$ cat src/rtl/pipe_add_multi.sv
// N-bit add/subtract pipelined as S = N/SEG stages of SEG-bit ripple segments with registered inter-segment carry.
// Latency: S cycles from accept to out_valid; throughput one beat per cycle.
// Backpressure: in_ready = !out_valid || out_ready; on a stall every stage register holds its value.
module pipe_add_multi #(
    parameter int N   = 16,
    parameter int SEG = 4
) (
    input  logic         clk,
    input  logic         rst,
    input  logic         in_valid,
    output logic         in_ready,
    input  logic [N-1:0] a,
    input  logic [N-1:0] b,
    input  logic         cin,
    input  logic         sub,
    output logic         out_valid,
    input  logic         out_ready,
    output logic [N-1:0] sum,
    output logic         carry,
    output logic         ovf
);
    localparam int S = N / SEG;

    generate
        if (N % SEG != 0) begin : g_bad_seg
            $error("pipe_add_multi: N must be a multiple of SEG");
        end
    endgenerate

    logic         adv;
    logic [S-1:0] vld;
    logic [S-1:0] cy;
    logic [N-1:0] ps [S];
    logic [N-1:0] ad [S];
    logic [N-1:0] bd [S];
    logic         ovf_q;

    // Stage inputs: stage 0 takes the conditioned beat, stage k takes stage k-1's registers.
    logic [S-1:0] sv;
    logic [S-1:0] sc;
    logic [N-1:0] sa [S];
    logic [N-1:0] sb [S];
    logic [N-1:0] sp [S];
    logic [N-1:0] np [S];
    logic [SEG:0] seg [S];
    logic         ovf_d;

    assign adv      = !vld[S-1] || out_ready;
    assign in_ready = adv;

    always_comb begin
        sv    = '0;
        sc    = '0;
        ovf_d = 1'b0;
        for (int k = 0; k < S; k++) begin
            sa[k]  = '0;
            sb[k]  = '0;
            sp[k]  = '0;
            np[k]  = '0;
            seg[k] = '0;
        end

        sv[0] = in_valid;
        sa[0] = a;
        sb[0] = sub ? ~b : b;
        sc[0] = sub ? ~cin : cin;
        for (int k = 1; k < S; k++) begin
            sv[k] = vld[k-1];
            sc[k] = cy[k-1];
            sa[k] = ad[k-1];
            sb[k] = bd[k-1];
            sp[k] = ps[k-1];
        end

        for (int k = 0; k < S; k++) begin
            seg[k] = {1'b0, sa[k][k*SEG +: SEG]} + {1'b0, sb[k][k*SEG +: SEG]}
                   + {{SEG{1'b0}}, sc[k]};
            np[k] = sp[k];
            np[k][k*SEG +: SEG] = seg[k][SEG-1:0];
        end

        // Carry into the MSB recovered from a^b^sum at that bit, then XORed with carry-out.
        ovf_d = sa[S-1][N-1] ^ sb[S-1][N-1] ^ np[S-1][N-1] ^ seg[S-1][SEG];
    end

    always_ff @(posedge clk or posedge rst) begin
        if (rst) begin
            vld   <= '0;
            cy    <= '0;
            ovf_q <= 1'b0;
            for (int k = 0; k < S; k++) begin
                ps[k] <= '0;
                ad[k] <= '0;
                bd[k] <= '0;
            end
        end else if (adv) begin
            vld <= sv;
            // Data only moves with a valid beat so outputs hold through bubbles.
            for (int k = 0; k < S; k++) begin
                if (sv[k]) begin
                    cy[k] <= seg[k][SEG];
                    ps[k] <= np[k];
                    ad[k] <= sa[k];
                    bd[k] <= sb[k];
                end
            end
            if (sv[S-1]) begin
                ovf_q <= ovf_d;
            end
        end
    end

    assign out_valid = vld[S-1];
    assign sum       = ps[S-1];
    assign carry     = cy[S-1];
    assign ovf       = ovf_q;

endmodule
$ cat config.mk
export PLATFORM = sky130hd
export DESIGN_NAME = pipe_add_multi
export DESIGN_NICKNAME = d
export VERILOG_FILES = /design/src/rtl/pipe_add_multi.sv
export SDC_FILE = /design/constraint.sdc
export NUM_CORES = 1
export LEC_CHECK = 0
export BUFFER_PORTS_ARGS = -buffer_cell sky130_fd_sc_hd__buf_2
export CAP_MARGIN = 20
export CORE_MARGIN = 2
export CORE_UTILIZATION = 25
export CTS_CLUSTER_DIAMETER = 200
export DETAILED_ROUTE_END_ITERATION = 7
export SLEW_MARGIN = 20
export SYNTH_ARGS = -nofsm -noshare
export SYNTH_HDL_FRONTEND = slang
export SYNTH_SLANG_ARGS = --single-unit
$ cat constraint.sdc
create_clock -name clk -period 2.8 [get_ports clk]
set_clock_uncertainty 0.1 [all_clocks]
set_input_delay 0.28 -clock clk [delete_from_list [all_inputs] [get_ports clk]]
set_output_delay 0.28 -clock clk [all_outputs]
set_load 0.01 [all_outputs]
-- Word-level counts from Yosys, hierarchy flattened
Index checks and enable logic that the tools add are counted.
- multiplexer cells: 2
- reduce and logical (&&, ||, !) cells: 6
- bitwise logic cells: 5
- $add $sub $neg: 8
- operator list (kind ; count):
    4-bit by 4-bit adder with 5-bit output ; 4
    5-bit by 1-bit adder with 5-bit output ; 4
    16-bit two-way mux ; 1
    16-bit inverter ; 1
    2-bit AND reduction ; 4
    1-bit bitwise XOR ; 3
    1-bit zero test ; 1
    1-bit logical OR ; 1
    1-bit two-way mux ; 1
    1-bit inverter ; 1
- bits of input ports: 38
- register bits after elaboration: 145

-- Longest topological paths before layout
- depth after elaboration: 4
- gate-level depth with buffers: 8
- mapped depth without buffers: 7

-- Least setup slack after synthesis
OpenSTA, ideal clock, no wires.
- path kind: input to register
- from: in sub
- to: reg cy[0]
- stages on the path: 8
- path slack: 0.604 ns
- arrival time: 1.968 ns
- data required time: 2.572 ns
- path buffers: 2
- path through: buf_2 -> buf_4 -> xor2_1 -> fa_1 -> fa_1 -> a21o_1 -> a21oi_1 -> o21ai_0
- longest elaborated chain between the ends: 3
- elaborated cells on any way between the ends: 4
- classes of those cells: 2 x add/sub; 2 x mux
- ends and longest elaborated chain (item ; RTL line ; RTL):
    start: declaration ; 15 ; input logic sub,
    16-bit two-way mux ; 65 ; sb[0] = sub ? ~b : b;
    4-bit by 4-bit adder with 5-bit output ; 76 ; seg[k] = {1'b0, sa[k][k*SEG +: SEG]} + {1'b0, sb[k][k*SEG +: SEG]}
    5-bit by 1-bit adder with 5-bit output (*) ; 77 ; + {{SEG{1'b0}}, sc[k]};
    end signal: indexed assignment ; 101 ; cy[k] <= seg[k][SEG];
    end: declaration ; 32 ; logic [S-1:0] cy;
Every way passes the cells marked *; elsewhere a longest branch is shown, timed or not.
A chain may end at the register's enable or synchronous reset.

-- Worst setup path in the final report
- from: reg cy[2]
- to: reg ovf_q (netlist: ovf)
- longest elaborated chain between the ends: 3
- ends and longest elaborated chain (item ; RTL line ; RTL):
    5-bit by 1-bit adder with 5-bit output (*) ; 77 ;
    1-bit bitwise XOR ; 83 ; ovf_d = sa[S-1][N-1] ^ sb[S-1][N-1] ^ np[S-1][N-1] ^ seg[S-1][SEG];
    1-bit bitwise XOR (*) ; 83 ;
    end signal: assignment ; 108 ; ovf_q <= ovf_d;
    end: declaration ; 36 ; logic ovf_q;
Marked as above.

==> metrics.csv <==
metric,value,unit
setup ws final,0.666,ns
Die ar.,18100,um2
GRT overflow,0,
Placed Instances,575,
CTS Sinks,97,
final count of negative-setup-slack endpoints,0,
Worst path max stage delay,0.47,ns
Min-Delay Path Depth,2,
crit path cell chain,"fa_1, fa_1, a21o_1, a21oi_1, xnor2_1, o21ai_0",
die width,135,um
critical path data arrival time,2.24,ns
status,completed,
CTS tree,yes,
Iter 0 DRT Violations,91,
worst-margin pin slew,0.643,ns
"antenna viol nets, final",0,
Worst Hold Class,in2reg,
DP Worst Slack,0.657,ns
IO Pins,58,
Die Height,135,um
Yosys reg bits,97,
PostCTS Resize Cnt,0,
worst r2r dst,ovf$_DFFE_PP0P_,
RSZ-0062 raised after global routing,false,
Total Neg Setup Slack,0,ns
Layout area overhead,18.7,%
worst reg-to-reg path cell count,6,
CP Capture Type,register,
Vias,2356,
htree depth,3,
hold endpoint,ad[62]$_DFFE_PP0P_,
global placer's final weighted congestion,0.716,
"Clk pin slew, worst setup/hold paths",0.07,ns
root buffer cell,clkbuf_16,
CP max FO,2,
worst r2r src,cy[2]$_DFFE_PP0P_,
Total GRT Usage,0.0883,
Core Region,16600,um2
final max-slew violation count,0,
sequential area share after synthesis,0.570,
Mapped Area,4260,um2
Port-buffer cells,57,
Worst EP required,2.90,ns
slew margin rel.,0.570,
wire length per cell,12.6,um
synth warn,0,
vias in the first global route,2443,
cell taking the most area after synthesis,dfrtp_1,
"Min Clock Period, post-route",2.13,ns
P_leak,2.33,nW
R2R setup slack,0.67,ns
family with the most delay on the worst path,adder cells,
Max Cap Violations,0,
Skew-Pair Late Insertion Delay,0.34,ns
initial core utilization,0.256,
post-route insts no fill,591,
final hold violation count,0,
TritonCTS buffer count,9,
Worst Setup Start Kind,register,
min-delay src,a[14],
register area,2430,um2
VDD IR-drop max,0.308,mV
Crit-path slowest cell,fa_1,
Mapped Nets,367,
CP bufs+invs,0,
dpl hpwl,5510,um
Tcrit/Tclk final,0.762,
clk buf depth,2,
Multi-input gate area,1710,um2
"Net count, final",425,
"top cells by area, synth","dfrtp_1 57%, mux2_2 17%, fa_1 3.8%, ha_1 3.5%, xnor2_1 3.3%",
largest net degree at the start of global routing,98,
Cell Rows,47,
Total Power,5.52,mW
routed vias/inst,3.99,
Cell variety after synth,22,
share of cells above drive strength 1,0.396,
first-pass GRT wire length,12600,um
Cells after Synth,309,
DRT Pass-1 Iters,3,
Final Routed Wirelength,7430,um
top-area cell type share of the netlist area,0.570,
# fillers,1669,
pwr/cell area,1090,nW/um2
drt drc,0,
initial antenna violation count,0,
CP dominant cell by count,fa_1,
crit path kind,reg2reg,
Fmax,0.469,GHz
number of diodes,0,
syn avg cell area,13.8,um2
==> cell families after synthesis <==
| kind of cell | synth area share |
|---|---|
| flops | 0.570 |
| mux | 0.180 |
| compound gates | 0.0541 |
| simple gates | 0.0411 |
| xor+xnor | 0.0535 |
| fa+ha+maj | 0.0729 |
| buf+inv | 0.0288 |
==> worst max-delay path by stage <==
stage	slack, ns	from	to	cells after the start
floorplan	0.60	sub	cy[0]$_DFFE_PP0P_	8
global placement	0.71	cy[2]$_DFFE_PP0P_	ovf$_DFFE_PP0P_	6
detailed placement	0.66	cy[2]$_DFFE_PP0P_	ovf$_DFFE_PP0P_	6
CTS	0.65	cy[2]$_DFFE_PP0P_	ovf$_DFFE_PP0P_	6
global route	0.56	cy[2]$_DFFE_PP0P_	ovf$_DFFE_PP0P_	6
finish	0.67	cy[2]$_DFFE_PP0P_	ovf$_DFFE_PP0P_	6
==> state kept, by name (all words and copies together) (netlist names) <==
signal  flops
vld         4
bd         24
sum        16
cy          4
ovf         1
np         24
ad         24
==> cells in the mapped netlist <==
library cell	number
a21o_1	8
a21oi_1	8
buf_2	3
buf_4	7
buf_6	2
clkbuf_2	1
dfrtp_1	97
fa_1	8
ha_1	12
inv_1	5
inv_6	1
mux2_1	1
mux2_2	63
mux2_4	3
nand2_1	32
nand2_2	2
nand2_4	2
nand2b_1	1
nor2b_4	1
o21ai_0	26
xnor2_1	16
xor2_1	10
==> cell type report <==
type / count / area share
well taps: 220 / 0.0544
clock buffers: 12 / 0.0527
flip-flops and latches: 97 / 0.480
repair buffers: 60 / 0.0638
clock inverters: 3 / 0.00495
multi-input cells: 193 / 0.338
inverters: 6 / 0.00619
==> power by group <==
group          switching, mW  internal (mW)  total [mW]
Combinational          0.899           1.06        1.95
Clock                  0.511          0.673        1.18
Sequential             0.344           2.04        2.38
Total                   1.75           3.76        5.52
==> cells in the final DEF (no fill, tap or decap) <==
master / netlist / routed
mux2_4: 3 / 3
a21oi_1: 8 / 8
inv_6: 1 / 1
inv_1: 5 / 4
clkinv_4: 0 / 2
nand2_2: 2 / 2
clkbuf_16: 0 / 9
nand2b_1: 1 / 1
fa_1: 8 / 8
nand2_4: 2 / 2
buf_2: 3 / 57
buf_12: 0 / 1
xnor2_1: 16 / 16
ha_1: 12 / 12
xor2_1: 10 / 10
clkbuf_8: 0 / 3
buf_4: 7 / 1
a21o_1: 8 / 8
nor2b_4: 1 / 1
mux2_2: 63 / 63
dlygate4sd3_1: 0 / 1
clkinvlp_4: 0 / 2
o21ai_0: 26 / 26
nand2_1: 32 / 32
dfrtp_1: 97 / 97
mux2_1: 1 / 1
==> per-layer routing <==
metal,track usage,wire length (um),share of wire
met5,0,0,0
met4,0.0404,141,0.019
met3,0.0240,245,0.033
met2,0.129,3230,0.43
met1,0.123,3810,0.51
==> stage by stage <==
stage	instance area [um2]	hold slack, ns	util
2_1_floorplan	4260	0.330	-
3_3_place_gp	4760	0.362	0.286
3_5_place_dp	4760	0.367	0.286
4_1_cts	5060	0.0541	0.304
5_1_grt	5060	0.0599	0.304
6_report	5060	0.0658	0.304
==> repair_timing <==
action                    CTS  global route
hold endpoints to repair   11             0
hold buffers                1             0
setup buffers               0             0
No activity file was read; power rests on OpenSTA's default activity.
